[config.mk]
export PLATFORM = sky130hd
export DESIGN_NAME = fetch_stage
export DESIGN_NICKNAME = d
export VERILOG_FILES = /design/src/rtl/fetch_stage.sv
export SDC_FILE = /design/constraint.sdc
export NUM_CORES = 1
export LEC_CHECK = 0
export CORE_AREA = 2 2 112 114
export CTS_BUF_LIST = sky130_fd_sc_hd__clkbuf_4
export CTS_CLUSTER_SIZE = 16
export DETAILED_ROUTE_END_ITERATION = 6
export DIE_AREA = 0 0 114 116
export DONT_BUFFER_PORTS = 1
export PLACE_DENSITY_LB_ADDON = 0.15
export SLEW_MARGIN = 30
export SYNTH_ARGS = -nofsm -noshare
export SYNTH_HDL_FRONTEND = slang
export SYNTH_SLANG_ARGS = --single-unit
[constraint.sdc]
create_clock -name clk -period 3.4 [get_ports clk]
set_input_delay 1.02 -clock clk [delete_from_list [all_inputs] [get_ports clk]]
set_output_delay 1.02 -clock clk [all_outputs]
set_load 0.005 [all_outputs]
[src/rtl/fetch_stage.sv]
// -----------------------------------------------------------------------------
// fetch_stage
//
// Instruction-fetch stage of a five-stage MIPS pipeline. It holds the program
// counter, selects the next PC, and owns the IF/ID pipeline register.
//
// Each cycle the first matching case below applies:
//   1. reset    : PC goes to RESET_PC and IF/ID is cleared.
//   2. stall    : everything holds.
//   3. redirect : a taken branch or a jump loads the PC with its target,
//                 squashes the wrong-path word and clears the halt state.
//   4. halted   : the PC holds and IF/ID is filled with bubbles.
//   5. normal   : the fetched word enters IF/ID. A halt word freezes the PC.
//
// Ports
//   clk            in   pipeline clock, rising edge
//   reset          in   synchronous active-high reset
//   stall          in   hazard-unit stall; holds PC and IF/ID
//   pc_src         in   branch taken (resolved in ID)
//   branch_target  in   [31:0] branch destination
//   jump           in   unconditional jump (decoded in ID)
//   jump_target    in   [31:0] jump destination
//   imem_addr      out  [31:0] instruction memory address (= PC)
//   imem_rdata     in   [31:0] instruction word, combinational read of imem_addr
//   ifid_instr     out  [31:0] IF/ID instruction
//   ifid_pc_plus4  out  [31:0] IF/ID PC+4
//   ifid_valid     out  IF/ID holds a real instruction
//   halted         out  halt word fetched; PC frozen
// -----------------------------------------------------------------------------
module fetch_stage #(
   parameter logic [31:0] RESET_PC   = 32'h0000_0000,
   parameter logic [31:0] NOP_INSTR  = 32'h0000_0000,
   parameter logic [31:0] HALT_INSTR = 32'hFFFF_FFFF
) (
   input  logic        clk,
   input  logic        reset,
   input  logic        stall,
   input  logic        pc_src,
   input  logic [31:0] branch_target,
   input  logic        jump,
   input  logic [31:0] jump_target,
   output logic [31:0] imem_addr,
   input  logic [31:0] imem_rdata,
   output logic [31:0] ifid_instr,
   output logic [31:0] ifid_pc_plus4,
   output logic        ifid_valid,
   output logic        halted
);

   logic [31:0] pc_reg;
   logic [31:0] pc_next;
   logic [31:0] pc_plus4;
   logic [31:0] ifid_instr_reg;
   logic [31:0] ifid_instr_next;
   logic [31:0] ifid_pc_plus4_reg;
   logic [31:0] ifid_pc_plus4_next;
   logic        ifid_valid_reg;
   logic        ifid_valid_next;
   logic        halted_reg;
   logic        halted_next;
   logic        redirect;
   logic [31:0] redirect_target;

   // The addition wraps modulo 2^32: a PC of FFFF_FFFC continues at 0.
   assign pc_plus4        = pc_reg + 32'd4;
   assign redirect        = pc_src | jump;
   // A taken branch has priority over a jump when both are asserted.
   assign redirect_target = pc_src ? branch_target : jump_target;

   always_comb begin
      pc_next            = pc_reg;
      ifid_instr_next    = ifid_instr_reg;
      ifid_pc_plus4_next = ifid_pc_plus4_reg;
      ifid_valid_next    = ifid_valid_reg;
      halted_next        = halted_reg;

      // During a stall the branch operands are not valid yet, so the redirect
      // inputs are ignored and every register keeps its value.
      if (!stall) begin
         if (redirect) begin
            // The word fetched this cycle is on the wrong path. This holds
            // even if it is a halt word, so the halt state is cleared.
            pc_next            = redirect_target;
            ifid_instr_next    = NOP_INSTR;
            ifid_pc_plus4_next = 32'd0;
            ifid_valid_next    = 1'b0;
            halted_next        = 1'b0;
         end else if (halted_reg) begin
            // Keep sending bubbles so the rest of the pipeline can drain.
            ifid_instr_next    = NOP_INSTR;
            ifid_pc_plus4_next = 32'd0;
            ifid_valid_next    = 1'b0;
         end else begin
            // imem_rdata is read only here, so an undefined word during a
            // stall, redirect or halt never reaches IF/ID.
            ifid_instr_next    = imem_rdata;
            ifid_pc_plus4_next = pc_plus4;
            ifid_valid_next    = 1'b1;
            if (imem_rdata == HALT_INSTR) begin
               halted_next = 1'b1;
            end else begin
               pc_next = pc_plus4;
            end
         end
      end
   end

   always_ff @(posedge clk) begin
      if (reset) begin
         pc_reg            <= RESET_PC;
         ifid_instr_reg    <= NOP_INSTR;
         ifid_pc_plus4_reg <= 32'd0;
         ifid_valid_reg    <= 1'b0;
         halted_reg        <= 1'b0;
      end else begin
         pc_reg            <= pc_next;
         ifid_instr_reg    <= ifid_instr_next;
         ifid_pc_plus4_reg <= ifid_pc_plus4_next;
         ifid_valid_reg    <= ifid_valid_next;
         halted_reg        <= halted_next;
      end
   end

   assign imem_addr     = pc_reg;
   assign ifid_instr    = ifid_instr_reg;
   assign ifid_pc_plus4 = ifid_pc_plus4_reg;
   assign ifid_valid    = ifid_valid_reg;
   assign halted        = halted_reg;

endmodule

# == Yosys cells after proc, flatten, opt, wreduce, memory -nomap -nowiden ==
# Cells that the tools add are included.
# op_classes
add_sub_neg,1
eq_ne,3
muxes,13
bitwise,2
reduce_logical,1
# op_table
cell,count
32-bit two-way mux,8
32-bit by 3-bit adder with 32-bit output (second input constant),1
32-bit equality test (second input constant),1
1-bit two-way mux,5
3-bit AND reduction,1
2-bit by 1-bit != test with 1-bit output (second input constant),1
2-bit != test (second input constant),1
1-bit inverter,1
1-bit bitwise OR,1
# totals
regBits,98
inputBits,101
out_inout_bits,98
wordCells,25

# == Logic depth before layout (Yosys ltp) ==
# depth
depth_word,4
ltp_mapped,8
mapped_depth_nobuf,6

# == Least setup slack after synthesis ==
# Ideal clock, no wire load.
# synth_path
kind,input to register
start,in pc_src
end,"reg ifid_pc_plus4_reg[23], in the netlist ifid_pc_plus4[23]"
arrival_time_ns,2.603
required_time_ns,3.330
setup_slack_ns,0.727
stages,8
n_path_buf,4
cell_sequence,clkbuf_1 > or2_2 > clkbuf_1 > nor3_1 > clkbuf_1 > clkbuf_1 > o21ai_0 > a21oi_1
# synth_between
elab_chain_len,2
# synth_lines
item,line_no,text
start: declaration,38,"input logic pc_src,"
1-bit bitwise OR,66,assign redirect = pc_src | jump;
32-bit two-way mux,80,if (redirect) begin
end signal: assignment,118,ifid_pc_plus4_reg <= ifid_pc_plus4_next;
end: declaration,55,logic [31:0] ifid_pc_plus4_reg;
# Every way passes these cells.
# A chain may end at the register's enable or synchronous reset.

# == Final worst setup path ==
# layout_path
start,"reg pc_reg[2], in the netlist imem_addr[2]"
end,"reg pc_reg[28], in the netlist imem_addr[28]"
# layout_between
elab_chain_len,4
# layout_lines
item,line_no,text
start: declaration,50,logic [31:0] pc_reg;
start signal: assignment,116,pc_reg <= pc_next;
32-bit by 3-bit adder with 32-bit output,65,assign pc_plus4 = pc_reg + 32'd4;
32-bit two-way mux,99,if (imem_rdata == HALT_INSTR) begin
32-bit two-way mux,88,end else if (halted_reg) begin
32-bit two-way mux,80,
# Every way passes these cells. The select of a mux whose other input is x is not followed.

==> results.cfg <==
[setup_path]
critical_path.max_stage_delay_ps = 750
crit_path_top_delay_cell = or4_1
critical_path_class = register to register
bufs_and_invs_on_worst_path = 1
critical_path_arrival_ps = 3250
critPathCaptureType = register
start_kind = register
timing.critical_path.cells = ha_1, nand2_1, or4_1, buf_4, nor4_1, a221o_1, a32o_1
crit_family = simple AND/OR/NAND/NOR gates
worstPathRequired_ps = 3830
worstPathMaxFanout = 13

[synth]
synth_top_family_by_area = compound AO/OA/AOI/OAI gates
mux_share_of_post_synthesis_cell_area_pct = 0.811
synth_simple_gate_area_share_pct = 22.2
synth.cell_area_um2 = 4940
yosys_register_bits = 98
synth.lib_cells_used.distinct = 53
synth_cells = 609
synth.yosys.warnings = 0
post_synth.cell_area_avg_um2 = 8.11
synth_compound_gate_area_share_pct = 29.2
share_of_flip_flops_with_an_asynchronous_set_or_reset_pct = 0
synth_edf_count = 0
yosys.area_share.adder_pct = 0.253
ys_dominant_reg_cell = dfxtp_1
mappedNetlistNets = 711
synth-seq-area-share_pct = 39.7
post_synth_xor_area_fraction_pct = 2.30

[placement]
hpwl_mm = 11.5
finalWeightedCongestion = 0.906
placedCellCount = 714
dpl_worst_slack_ps = 538
port_buffers = 0
instance_area_at_placement_um2 = 5030

[pwr]
p_sw_mw = 0.681
p_total_mw = 2.23
vdd_drop_max_mv = 0.208
p_per_area_nw_per_um2 = 430
pwr-share-comb_pct = 11.5
power.internal_mw = 1.55
lkg_pwr_nw = 1.65
clockPowerShare_pct = 31.0
power.share.switching_pct = 30.6
sequential_power_share_pct = 57.5

[sta]
timing.final.hold_violations = 0
setup_repair_after_global_routing_missed_its_margin = false
worst_skew_ps = 19.8
final.setup.worst_slack_ps = 582
drv_slew = 0
timing.final.crit_share_pct = 82.9
finalSetupTns_ps = 0
setup-violations-final = 0
hold_slack_ps = 495
max-slew-margin-rel_pct = 38.1
fmaxAchievable_mhz = 355
clock_period_minus_worst_slack_ps = 2820
worst-slew-pin-transition_ps = 920

[floorplanning]
effective_utilization_at_floorplan_pct = 41.5
rows = 40
die_area_um2 = 13200
floorplan.die.height_um = 116
core_area_um2 = 11900
ioPinCount = 199
chipWidth_um = 114

[clocking]
ctsHoldBuffers = 0
cts_setup_buffers = 0
clock_tree.root_cell = clkbuf_4
clock_latency_ps = 480
cts_htree_levels = 3
numClockSinks = 98
cts_tree = built
clock_tree.buffer_depth = 2
inserted_clock_buffers = 9
cts_resized = 0
path_clk_slew_ps = 170

[route]
drc = 0
wirelength_mm = 16.8
number_of_detailed_routing_iterations_run_before_antenna_repair = 6
detail-route-antenna-nets = 0
routed-via-count = 4823
post_drt_via_cell_ratio = 6.61
routed_length_per_placed_instance_um = 23.0
detailedRoute.firstIterationViolations = 455

[finish]
num-nets-final = 680
syn_to_final_growth_pct = 4.76
final_area_um2 = 5170
mostFrequentLayoutCell = dfxtp_1
fin_util_pct = 43.4
drive_gt1_share_pct = 7.89
layout.cells.most_common_list = dfxtp_1, nor2_1, a22oi_1
instances_no_fill = 730
antennaDiodeCount = 0

[global_routing]
number_of_global_route_vias_before_repair = 4449
wire_length_of_the_first_global_routing_pass_mm = 25.0
grt_start_max_net_pins = 99
grt_antenna_before_repair = 1
globalRouteTotalUtil_pct = 24.4
globalRouteOverflowTotal = 0

[flow_run]
cap_viol_max_count = 0

[worst_hold_path]
worst_hold_path_type = register to register

[status]
run_status = completed
[cell type report]
type | instances | area [um2]
flip-flops and latches | 98 | 1960
clock inverters | 7 | 81.3
inverters | 11 | 41.3
multi-input cells | 441 | 2710
fillers | 1236 | 6740
clock buffers | 9 | 67.6
repair buffers | 17 | 128
well taps | 147 | 184
[cells in the mapped netlist, types with 7 or more instances]
| library cell | number | area share [%] |
|---|---|---|
| a21oi_1 | 39 | 4.0 |
| a221o_1 | 7 | 1.4 |
| a22oi_1 | 54 | 8.2 |
| clkbuf_1 | 55 | 4.2 |
| dfxtp_1 | 98 | 40 |
| inv_1 | 10 | 0.76 |
| nand2_1 | 42 | 3.2 |
| nand3_1 | 13 | 1.3 |
| nand4_1 | 15 | 1.9 |
| nor2_1 | 71 | 5.4 |
| nor3_1 | 24 | 2.4 |
| nor4_1 | 15 | 1.9 |
| o21ai_0 | 23 | 2.3 |
| o22ai_1 | 7 | 0.89 |
| o31ai_1 | 10 | 1.5 |
| or4_1 | 11 | 1.7 |
| xnor2_1 | 7 | 1.2 |
[worst min-delay path, delay by kind of cell (launching register included)]
kind            cells  cell delay (ps)
simple gates        1               60
flops               1              360
compound gates      1               50
[layer usage]
layer	track usage (%)	part of all wire [%]
met1	32.3	41
met2	38.8	47
met3	5.96	9.2
met4	9.43	2.0
met5	0	0.077
[worst paths after layout]
path | startpoint | end | slack [ps] | cells past startpoint
worst min-delay path | ifid_pc_plus4[19] | ifid_pc_plus4[19] | 500 | 2
worst min register to register | ifid_pc_plus4[19] | ifid_pc_plus4[19] | 500 | 2
worst max register to register | imem_addr[2] | imem_addr[28] | 580 | 7
worst max-delay path | imem_addr[2] | imem_addr[28] | 580 | 7
[power by group through the flow]
| stage | Sequential, mW | Combinational [mW] | Clock [mW] |
|---|---|---|---|
| floorplan | 1.27 | 0.227 | 0 |
| global placement | 1.30 | 0.248 | 0 |
| detailed placement | 1.31 | 0.253 | 0 |
| CTS | 1.28 | 0.255 | 0.715 |
| global route | 1.29 | 0.282 | 0.755 |
| finish | 1.28 | 0.255 | 0.690 |
[cell families (layout without fill, tap and decap cells)]
kind of cell | after synthesis | in the layout
multiplexers | 4 | 4
adder cells (fa/ha/maj) | 1 | 1
AND/OR/NAND/NOR | 220 | 220
flip-flops | 98 | 98
buffers and inverters | 70 | 44
XOR/XNOR | 13 | 13
AO/OA/AOI/OAI | 203 | 203
Note: power is estimated with default switching activity, not from simulation.
